==> src/rtl/step_ctrl_pkg.sv <==
// -----------------------------------------------------------------------------
// step_ctrl_pkg
// Shared types for the step/load controller:
//   - state_dbg encodings (ST_*) and the FSM state type built on them
//   - cnt_width(): counter width able to hold 0..n-1 (never less than 1 bit)
// No ports (package).
// -----------------------------------------------------------------------------
package step_ctrl_pkg;

  localparam logic [1:0] ST_IDLE         = 2'd0;
  localparam logic [1:0] ST_DEBOUNCE     = 2'd1;
  localparam logic [1:0] ST_LOAD         = 2'd2;
  localparam logic [1:0] ST_WAIT_RELEASE = 2'd3;

  typedef enum logic [1:0] {
    IDLE         = ST_IDLE,
    DEBOUNCE     = ST_DEBOUNCE,
    LOAD         = ST_LOAD,
    WAIT_RELEASE = ST_WAIT_RELEASE
  } state_t;

  // Width of a counter that must reach n-1; a 1-bit counter is kept for n<=1
  // so that zero-width vectors never appear.
  function automatic int cnt_width(input int n);
    return (n > 1) ? $clog2(n) : 1;
  endfunction

endpackage

==> src/rtl/step_load_ctrl_if.sv <==
// -----------------------------------------------------------------------------
// step_load_ctrl_if
// Board-side bundle of the step/load controller.
//   btn_raw     : raw pushbutton (asynchronous to clk)
//   carry_in    : adder carry-out, meaningful while load_en is high
//   auto_mode   : automatic stepping enable (only when AUTO_STEP_EN is defined)
//   load_en     : one-cycle enable to the 2-bit sum register
//   press_count : accepted loads, wraps
//   overflow    : sticky carry seen on some load
//   state_dbg   : current FSM state encoding
// Modports: slave = controller side, master = board/stimulus side.
// -----------------------------------------------------------------------------
interface step_load_ctrl_if #(
  parameter int COUNT_W = 4
);
  logic               btn_raw;
  logic               carry_in;
  logic               load_en;
  logic [COUNT_W-1:0] press_count;
  logic               overflow;
  logic [1:0]         state_dbg;

`ifdef AUTO_STEP_EN
  logic               auto_mode;

  modport slave (
    input  btn_raw, carry_in, auto_mode,
    output load_en, press_count, overflow, state_dbg
  );
  modport master (
    output btn_raw, carry_in, auto_mode,
    input  load_en, press_count, overflow, state_dbg
  );
`else
  modport slave (
    input  btn_raw, carry_in,
    output load_en, press_count, overflow, state_dbg
  );
  modport master (
    output btn_raw, carry_in,
    input  load_en, press_count, overflow, state_dbg
  );
`endif

endinterface

==> src/rtl/sync_2ff.sv <==
// -----------------------------------------------------------------------------
// sync_2ff
// Two-flop synchronizer for a single asynchronous bit.
//   clk   : destination clock
//   reset : asynchronous, active-high; both flops clear to 0
//   d     : asynchronous input
//   q     : input re-timed to clk, two edges of latency
// -----------------------------------------------------------------------------
module sync_2ff (
  input  logic clk,
  input  logic reset,
  input  logic d,
  output logic q
);

  logic meta_reg;
  logic sync_reg;

  always_ff @(posedge clk or posedge reset) begin
    if (reset) begin
      meta_reg <= 1'b0;
      sync_reg <= 1'b0;
    end else begin
      meta_reg <= d;
      sync_reg <= meta_reg;
    end
  end

  assign q = sync_reg;

endmodule

==> src/rtl/step_load_ctrl.sv <==
// -----------------------------------------------------------------------------
// step_load_ctrl
// Turns a bouncing pushbutton into exactly one single-cycle load_en pulse per
// press for the 2-bit sum register, counts accepted loads and keeps a sticky
// overflow flag from the adder carry.
//   clk   : system clock
//   reset : asynchronous, active-high
//   bus   : step_load_ctrl_if.slave (btn_raw, carry_in, [auto_mode] in;
//           load_en, press_count, overflow, state_dbg out)
// Parameters: DEBOUNCE_CYCLES (stable cycles to accept press/release, >=1),
//             COUNT_W (press_count width), AUTO_PERIOD (auto step period).
// Optional build macro AUTO_STEP_EN: adds auto_mode and a period counter that
// triggers a LOAD from IDLE every AUTO_PERIOD idle cycles; an auto LOAD
// returns straight to IDLE. The button path keeps priority over the timer.
// -----------------------------------------------------------------------------
module step_load_ctrl
  import step_ctrl_pkg::*;
#(
  parameter int DEBOUNCE_CYCLES = 50000,
  parameter int COUNT_W         = 4,
  parameter int AUTO_PERIOD     = 50000000
) (
  input logic            clk,
  input logic            reset,
  step_load_ctrl_if.slave bus
);

  if (DEBOUNCE_CYCLES < 1 || AUTO_PERIOD < 1) begin : g_param_check
    $error("step_load_ctrl: DEBOUNCE_CYCLES and AUTO_PERIOD must be >= 1");
  end

  localparam int               CNT_W    = cnt_width(DEBOUNCE_CYCLES);
  localparam logic [CNT_W-1:0] CNT_LAST = CNT_W'(DEBOUNCE_CYCLES - 1);

  logic               btn_sync;
  state_t             state_reg, state_next;
  logic [CNT_W-1:0]   cnt_reg, cnt_next;
  logic [COUNT_W-1:0] count_reg;
  logic               overflow_reg;

  sync_2ff u_btn_sync (
    .clk   (clk),
    .reset (reset),
    .d     (bus.btn_raw),
    .q     (btn_sync)
  );

`ifdef AUTO_STEP_EN
  localparam int               PER_W    = cnt_width(AUTO_PERIOD);
  localparam logic [PER_W-1:0] PER_LAST = PER_W'(AUTO_PERIOD - 1);

  logic [PER_W-1:0] period_reg;
  logic             period_tc;
  // Remembers that the current LOAD came from the timer, so the FSM can skip
  // the release wait (there is no press to wait out).
  logic             auto_load_reg, auto_load_next;

  assign period_tc = (period_reg == PER_LAST);

  // Counts only while idling in auto mode; parks at terminal count if the
  // button pre-empts the timer, and restarts from zero after any LOAD.
  always_ff @(posedge clk or posedge reset) begin
    if (reset) begin
      period_reg    <= '0;
      auto_load_reg <= 1'b0;
    end else begin
      auto_load_reg <= auto_load_next;
      if (!bus.auto_mode || state_reg == LOAD) begin
        period_reg <= '0;
      end else if (state_reg == IDLE && !period_tc) begin
        period_reg <= period_reg + 1'b1;
      end
    end
  end
`endif

  always_ff @(posedge clk or posedge reset) begin
    if (reset) begin
      state_reg    <= IDLE;
      cnt_reg      <= '0;
      count_reg    <= '0;
      overflow_reg <= 1'b0;
    end else begin
      state_reg <= state_next;
      cnt_reg   <= cnt_next;
      // Book-keeping happens on the edge that leaves LOAD, while carry_in
      // reflects the value being loaded.
      if (state_reg == LOAD) begin
        count_reg    <= count_reg + 1'b1;
        overflow_reg <= overflow_reg | bus.carry_in;
      end
    end
  end

  always_comb begin
    state_next = state_reg;
    cnt_next   = cnt_reg;
`ifdef AUTO_STEP_EN
    auto_load_next = 1'b0;
`endif
    unique case (state_reg)
      IDLE: begin
        if (btn_sync) begin
          state_next = DEBOUNCE;
          cnt_next   = '0;
        end
`ifdef AUTO_STEP_EN
        else if (bus.auto_mode && period_tc) begin
          state_next     = LOAD;
          auto_load_next = 1'b1;
        end
`endif
      end
      DEBOUNCE: begin
        if (!btn_sync) begin
          state_next = IDLE;
        end else if (cnt_reg == CNT_LAST) begin
          state_next = LOAD;
        end else begin
          cnt_next = cnt_reg + 1'b1;
        end
      end
      LOAD: begin
        state_next = WAIT_RELEASE;
        cnt_next   = '0;
`ifdef AUTO_STEP_EN
        if (auto_load_reg) begin
          state_next = IDLE;
        end
`endif
      end
      WAIT_RELEASE: begin
        // Any high sample restarts the release window, so a held button can
        // never be re-armed.
        if (btn_sync) begin
          cnt_next = '0;
        end else if (cnt_reg == CNT_LAST) begin
          state_next = IDLE;
        end else begin
          cnt_next = cnt_reg + 1'b1;
        end
      end
    endcase
  end

  assign bus.load_en     = (state_reg == LOAD);
  assign bus.press_count = count_reg;
  assign bus.overflow    = overflow_reg;
  assign bus.state_dbg   = state_reg;

endmodule

==> src/flat_wrapper.sv <==
// flat-port wrapper written by rule: the top's interface ports become plain ports
module step_load_ctrl_flat import step_ctrl_pkg::*;
#(
  parameter int DEBOUNCE_CYCLES = 50000,
  parameter int COUNT_W         = 4,
  parameter int AUTO_PERIOD     = 50000000
)
  (clk, reset, bus_btn_raw, bus_carry_in, bus_load_en, bus_press_count, bus_overflow, bus_state_dbg);
  step_load_ctrl_if #(.COUNT_W(COUNT_W)) bus_i ();
  input logic clk;
  input logic reset;
  input wire logic [$bits(bus_i.btn_raw)-1:0] bus_btn_raw;
  input wire logic [$bits(bus_i.carry_in)-1:0] bus_carry_in;
  output wire logic [$bits(bus_i.load_en)-1:0] bus_load_en;
  output wire logic [$bits(bus_i.press_count)-1:0] bus_press_count;
  output wire logic [$bits(bus_i.overflow)-1:0] bus_overflow;
  output wire logic [$bits(bus_i.state_dbg)-1:0] bus_state_dbg;
  assign bus_i.btn_raw = bus_btn_raw;
  assign bus_i.carry_in = bus_carry_in;
  assign bus_load_en = bus_i.load_en;
  assign bus_press_count = bus_i.press_count;
  assign bus_overflow = bus_i.overflow;
  assign bus_state_dbg = bus_i.state_dbg;
  step_load_ctrl #(.DEBOUNCE_CYCLES(DEBOUNCE_CYCLES), .COUNT_W(COUNT_W), .AUTO_PERIOD(AUTO_PERIOD)) u_core (.clk(clk), .reset(reset), .bus(bus_i));
endmodule
==> config.mk <==
export PLATFORM = sky130hd
export DESIGN_NAME = step_load_ctrl_flat
export DESIGN_NICKNAME = d
export VERILOG_FILES = /design/src/rtl/step_ctrl_pkg.sv /design/src/rtl/step_load_ctrl_if.sv /design/src/rtl/sync_2ff.sv /design/src/rtl/step_load_ctrl.sv /design/src/flat_wrapper.sv
export SDC_FILE = /design/constraint.sdc
export NUM_CORES = 1
export LEC_CHECK = 0
export ABC_AREA = 0
export CORE_MARGIN = 10
export CORE_UTILIZATION = 45
export DETAILED_ROUTE_END_ITERATION = 10
export GPL_ROUTABILITY_DRIVEN = 0
export PLACE_DENSITY = 0.66
export SETUP_SLACK_MARGIN = 0.05
export SLEW_MARGIN = 25
export SYNTH_ARGS = -nofsm -noshare
export SYNTH_HDL_FRONTEND = slang
export SYNTH_HIERARCHICAL = 1
export SYNTH_SLANG_ARGS = --single-unit
==> constraint.sdc <==
create_clock -name clk -period 3.38 [get_ports clk]
set_clock_uncertainty 0.05 [all_clocks]
set_input_delay 0.676 -clock clk [delete_from_list [all_inputs] [get_ports clk]]
set_output_delay 0.676 -clock clk [all_outputs]
set_load 0.005 [all_outputs]
Word-level counts from Yosys, hierarchy flattened
Index checks and enable logic that the tools add are counted.

Reductions and logical operators: 3. Equal/unequal tests: 9. Mux-type cells: 11. Bitwise logic cells: 1. $add $sub $neg: 2.

Operator list (count): two-way mux 16 bit (4); one-hot mux 16 bit (4 select lines) (1); adder 16 x 1 -> 16 bit, second input constant (1); equality test 16 bit, second input constant (1); two-way mux 2 bit (5); one-hot mux 2 bit (4 select lines) (1); != test 2 bit, second input constant (3); adder 4 x 1 -> 4 bit, second input constant (1); equality test 2 bit, second input constant (2); AND reduction 4 bit (1); != test 3 x 2 -> 1 bit, second input constant (1); equality test 2 x 1 -> 1 bit, second input constant (1); logical NOT 2 bit (1); != test 2 x 1 -> 1 bit, second input constant (1); AND reduction 2 bit (1); OR 1 bit (1).

Flip-flop bits (word level): 25. Bits of input ports: 4.

Longest topological paths before layout
Depth in word-level cells: 4. Gate-level depth with buffers: 5.

Cells and area by module
Netlist, hierarchy kept.

Modules (own cells, without submodules): step_load_ctrl (area an instance 1206.2 um^2, times used 1, cells each 115); sync_2ff (area an instance 53.8 um^2, times used 1, cells each 3).

Worst setup path before layout
Ideal clock, no wire load.

Kind: register -> register. Start point: reg u_core.cnt_reg[1]. End point: reg u_core.cnt_reg[14]. Path slack: 1519 ps. Required time: 3252 ps. Setup time: 78 ps. Clock period less this slack: 1861 ps. Data arrival time: 1733 ps. Cell stages (with the launch flop): 6. Path through: dfrtp_1 -> ha_1 -> nand3_4 -> or4_1 -> or3_1 -> a21oi_1.

Longest elaborated chain between the ends: 4. Elaborated cells between the ends (all ways): 6.

Ends and longest elaborated chain: start, declared (line step_load_ctrl.sv:37) `logic [CNT_W-1:0] cnt_reg, cnt_next;`; start signal, assigned (line step_load_ctrl.sv:85) `cnt_reg <= cnt_next;`; adder 16 x 1 -> 16 bit or equality test 16 bit (tied branches); two-way mux 16 bit (*) (line step_load_ctrl.sv:117, step_load_ctrl.sv:137); two-way mux 16 bit, on equally long branches (line step_load_ctrl.sv:135, step_load_ctrl.sv:115); one-hot mux 16 bit (4 select lines) (*) (line step_load_ctrl.sv:101) `unique case (state_reg)`.

Every way passes the cells marked *; elsewhere a longest branch is shown, timed or not. The select of a mux whose other input is x is not followed. A chain may end at the register's enable or synchronous reset.

==> flow_metrics.env <==
export IMPL_p_clk_share_pct=25.7
export IMPL_seq_power_share_pct=64.4
export IMPL_p_per_area_nw_per_um2=366.8
export IMPL_h_tree_depth=1
export IMPL_grt_pass1_vias=922
export IMPL_grt_start_max_net_pins=24
export IMPL_cp_arrival_ns=1.87
export IMPL_outcome="complete, no violations"
export IMPL_hold_class="reg -> reg"
export IMPL_clkTransAtPathRegs_ns=0.14
export IMPL_ios=12
export IMPL_sw_frac_of_total_pct=27.17
export IMPL_syn_area_um2=1260
export IMPL_path_cells="nor2b_1 > clkdlybuf4s50_1"
export IMPL_worstSetupStartpointType="register"
export IMPL_slowest_stage="clkdlybuf4s50_1"
export IMPL_slew_headroom_pct=40.93
export IMPL_via_per_inst=5.599
export IMPL_period_needed_ns=2.595
export IMPL_min_from="u_core/u_btn_sync/meta_reg"
export IMPL_clock_root_buffer="clkbuf_4"
export IMPL_synth_compound_area_share_pct=11.82
export IMPL_r2r_setup_slack_ns=1.34
export IMPL_die_h_um=72.92
export IMPL_core_um2=2710
export IMPL_ant_nets=0
export IMPL_cts_resized=0
export IMPL_route_detailed_drc=0
export IMPL_worstSetupEndpoint="bus_load_en"
export IMPL_criticalPathCategory="reg -> out"
export IMPL_dr_pass1_iters=4
export IMPL_synthXorXnorAreaFrac_pct=7.646
export IMPL_cts_path_max_buffers=2
export IMPL_p_switching_w=0.0001430
export IMPL_utilization_pct=52.95
export IMPL_cts_sinks=25
export IMPL_synthFlopType="dfrtp_1"
export IMPL_worst_slew_pin_slew_ns=0.8850
export IMPL_reg2regPathDepth=5
export IMPL_grt_first_pass_wirelength_mm=4.160
export IMPL_largest_reg_flops=16
export IMPL_numCtsBuffers=3
export IMPL_slew_viol_final=0
export IMPL_syn2layout_area_growth_pct=13.90
export IMPL_mostFrequentLayoutCells="dfrtp_1, clkdlybuf4s50_1, nand2_1"
export IMPL_synth_edf_count=0
export IMPL_synth_cells=118
export IMPL_ctsHoldBuffers=0
export IMPL_routed_wl_mm=2.440
export IMPL_drive_above_1_share_pct=10.69
export IMPL_rr_endpoint="u_core/cnt_reg[14]"
export IMPL_fin_tns_setup_ns=0
export IMPL_n_fill_cell=255
export IMPL_critPathMaxFanout=8
export IMPL_grt_usage_pct=9.702
export IMPL_grt_setup_unrepaired="false"
export IMPL_vias=907
export IMPL_antenna_found_initial=0
export IMPL_drt_iter0_markers=58
export IMPL_synth_distinct_cells=32
export IMPL_r2r_start="u_core/cnt_reg[1]"
export IMPL_io_buffers=11
export IMPL_multi_input_area_um2=608.1
export IMPL_p_int_w=0.0003834
export IMPL_regArea_um2=625.6
export IMPL_initial_core_util_pct=46.49
export IMPL_fp_dieArea_um2=5317
export IMPL_synth_top_family_by_area="simple AND/OR/NAND/NOR gates"
export IMPL_async_flop_share_pct=100.0
export IMPL_setup_viol=0
export IMPL_synth_seq_area_share_pct=49.65
export IMPL_avgSynthCellArea_um2=10.68
export IMPL_crit_required_ns=2.65
export IMPL_muxShareOfSynthArea_pct=1.787
export IMPL_yosysWarnings=6
export IMPL_synthAdderAreaFrac_pct=1.986
export IMPL_final_common_cell="dfrtp_1"
export IMPL_p_leak_nw=0.5803
export IMPL_yosys_area_share_simple_pct=24.73
export IMPL_synth_seq_cells=25
export IMPL_irDropWorstVdd_v=0.0002233
export IMPL_hold_violations=0
export IMPL_cpPeakStageDelay_ns=0.59
export IMPL_cts_setup_buffers=0
export IMPL_grt_ovfl_total=0
export IMPL_cts_tree="yes"
export IMPL_dpl_hpwl_mm=1.778
export IMPL_power_frac_comb_pct=9.8
export IMPL_rows=19
export IMPL_clk_latency_ns=0.32
export IMPL_syn_nets=124
export IMPL_nNetsFinal=138
export IMPL_diodes=0
export IMPL_cp_end_kind="primary output"
export IMPL_clock_fmax_mhz=385.4
export IMPL_period_share_pct=76.76
export IMPL_wl_per_cell_um=15.06
export IMPL_cap_viol_max_count=0
export IMPL_die_w_um=72.92
==> worst min path at each step <==
stage	to	slack, ns	cells after the start
floorplan	u_core/u_btn_sync/q	0.28	0
global placement	u_core/u_btn_sync/q	0.29	0
detailed placement	u_core/u_btn_sync/q	0.29	0
CTS	u_core/u_btn_sync/q	0.33	0
global route	u_core/u_btn_sync/q	0.34	0
finish	u_core/u_btn_sync/q	0.33	0
==> cells by family (layout without fill, tap and decap cells) <==
kind of cell               count (synthesis)  count (layout)
and+or+nand+nor                           49              49
DFF                                       25              25
AOI/OAI and AO/OA                         21              21
xor gates and xnor gates                  11              11
buffers and inverters                      8              21
adders and majority gates                  2               2
muxes                                      2               2
==> area by class of cell <==
type | instances | area share [%]
inverters | 6 | 1.569
flip-flops and latches | 25 | 43.59
repair buffers | 11 | 7.672
clock buffers | 3 | 1.569
well taps | 31 | 2.703
multi-input cells | 85 | 42.37
clock inverters | 1 | 0.5231
==> power groups by stage <==
stage | logic (W) | registers [W] | clock network (W)
2_1_floorplan | 0.0000373 | 0.000340 | 0
3_3_place_gp | 0.0000505 | 0.000343 | 0
3_5_place_dp | 0.0000520 | 0.000344 | 0
4_1_cts | 0.0000527 | 0.000338 | 0.000145
5_1_grt | 0.0000601 | 0.000343 | 0.000157
6_report | 0.0000517 | 0.000339 | 0.000136
==> stage by stage <==
step	setup WS, ns	hold slack [ns]	power, W	cell area [µm²]	cells
2_1_floorplan	1.519	0.2812	0.0003773	1260	118
3_3_place_gp	1.202	0.2912	0.0003937	1401	158
3_5_place_dp	1.138	0.2903	0.0003957	1401	158
4_1_cts	0.7434	0.3324	0.0005357	1431	162
5_1_grt	0.6619	0.3432	0.0005602	1435	162
6_report	0.7854	0.3293	0.0005264	1435	162
==> worst max-delay path: cells and delay by family (launching register included) <==
family	cells	cell delay, ns
buffers and inverters	1	0.59
DFF	1	0.54
and+or+nand+nor	1	0.42
==> synth_stat cells (3+ instances only) <==
| library cell | n | share of area [%] |
|---|---|---|
| dfrtp_1 | 25 | 50 |
| nand2_1 | 10 | 3.0 |
| a21oi_1 | 8 | 3.2 |
| nor2_1 | 8 | 2.4 |
| or3_1 | 8 | 4.0 |
| xnor2_1 | 8 | 5.6 |
| inv_1 | 6 | 1.8 |
| nand4_1 | 5 | 2.5 |
| o21ai_0 | 5 | 2.0 |
| nand3_1 | 4 | 1.6 |
| o21ai_1 | 4 | 1.6 |
| nor3_1 | 3 | 1.2 |
| xor2_1 | 3 | 2.1 |
==> layer usage <==
| metal | GRT usage, % | vias to the layer above | share of wire, % |
|---|---|---|---|
| li1 | - | 447 | - |
| met2 | 15.22 | 3 | 50 |
| met5 | 0 | - | 0 |
| met4 | 3.797 | 0 | 0.66 |
| met1 | 12.25 | 455 | 47 |
| met3 | 2.721 | 2 | 2.1 |
Note: power is estimated with default switching activity, not from simulation.
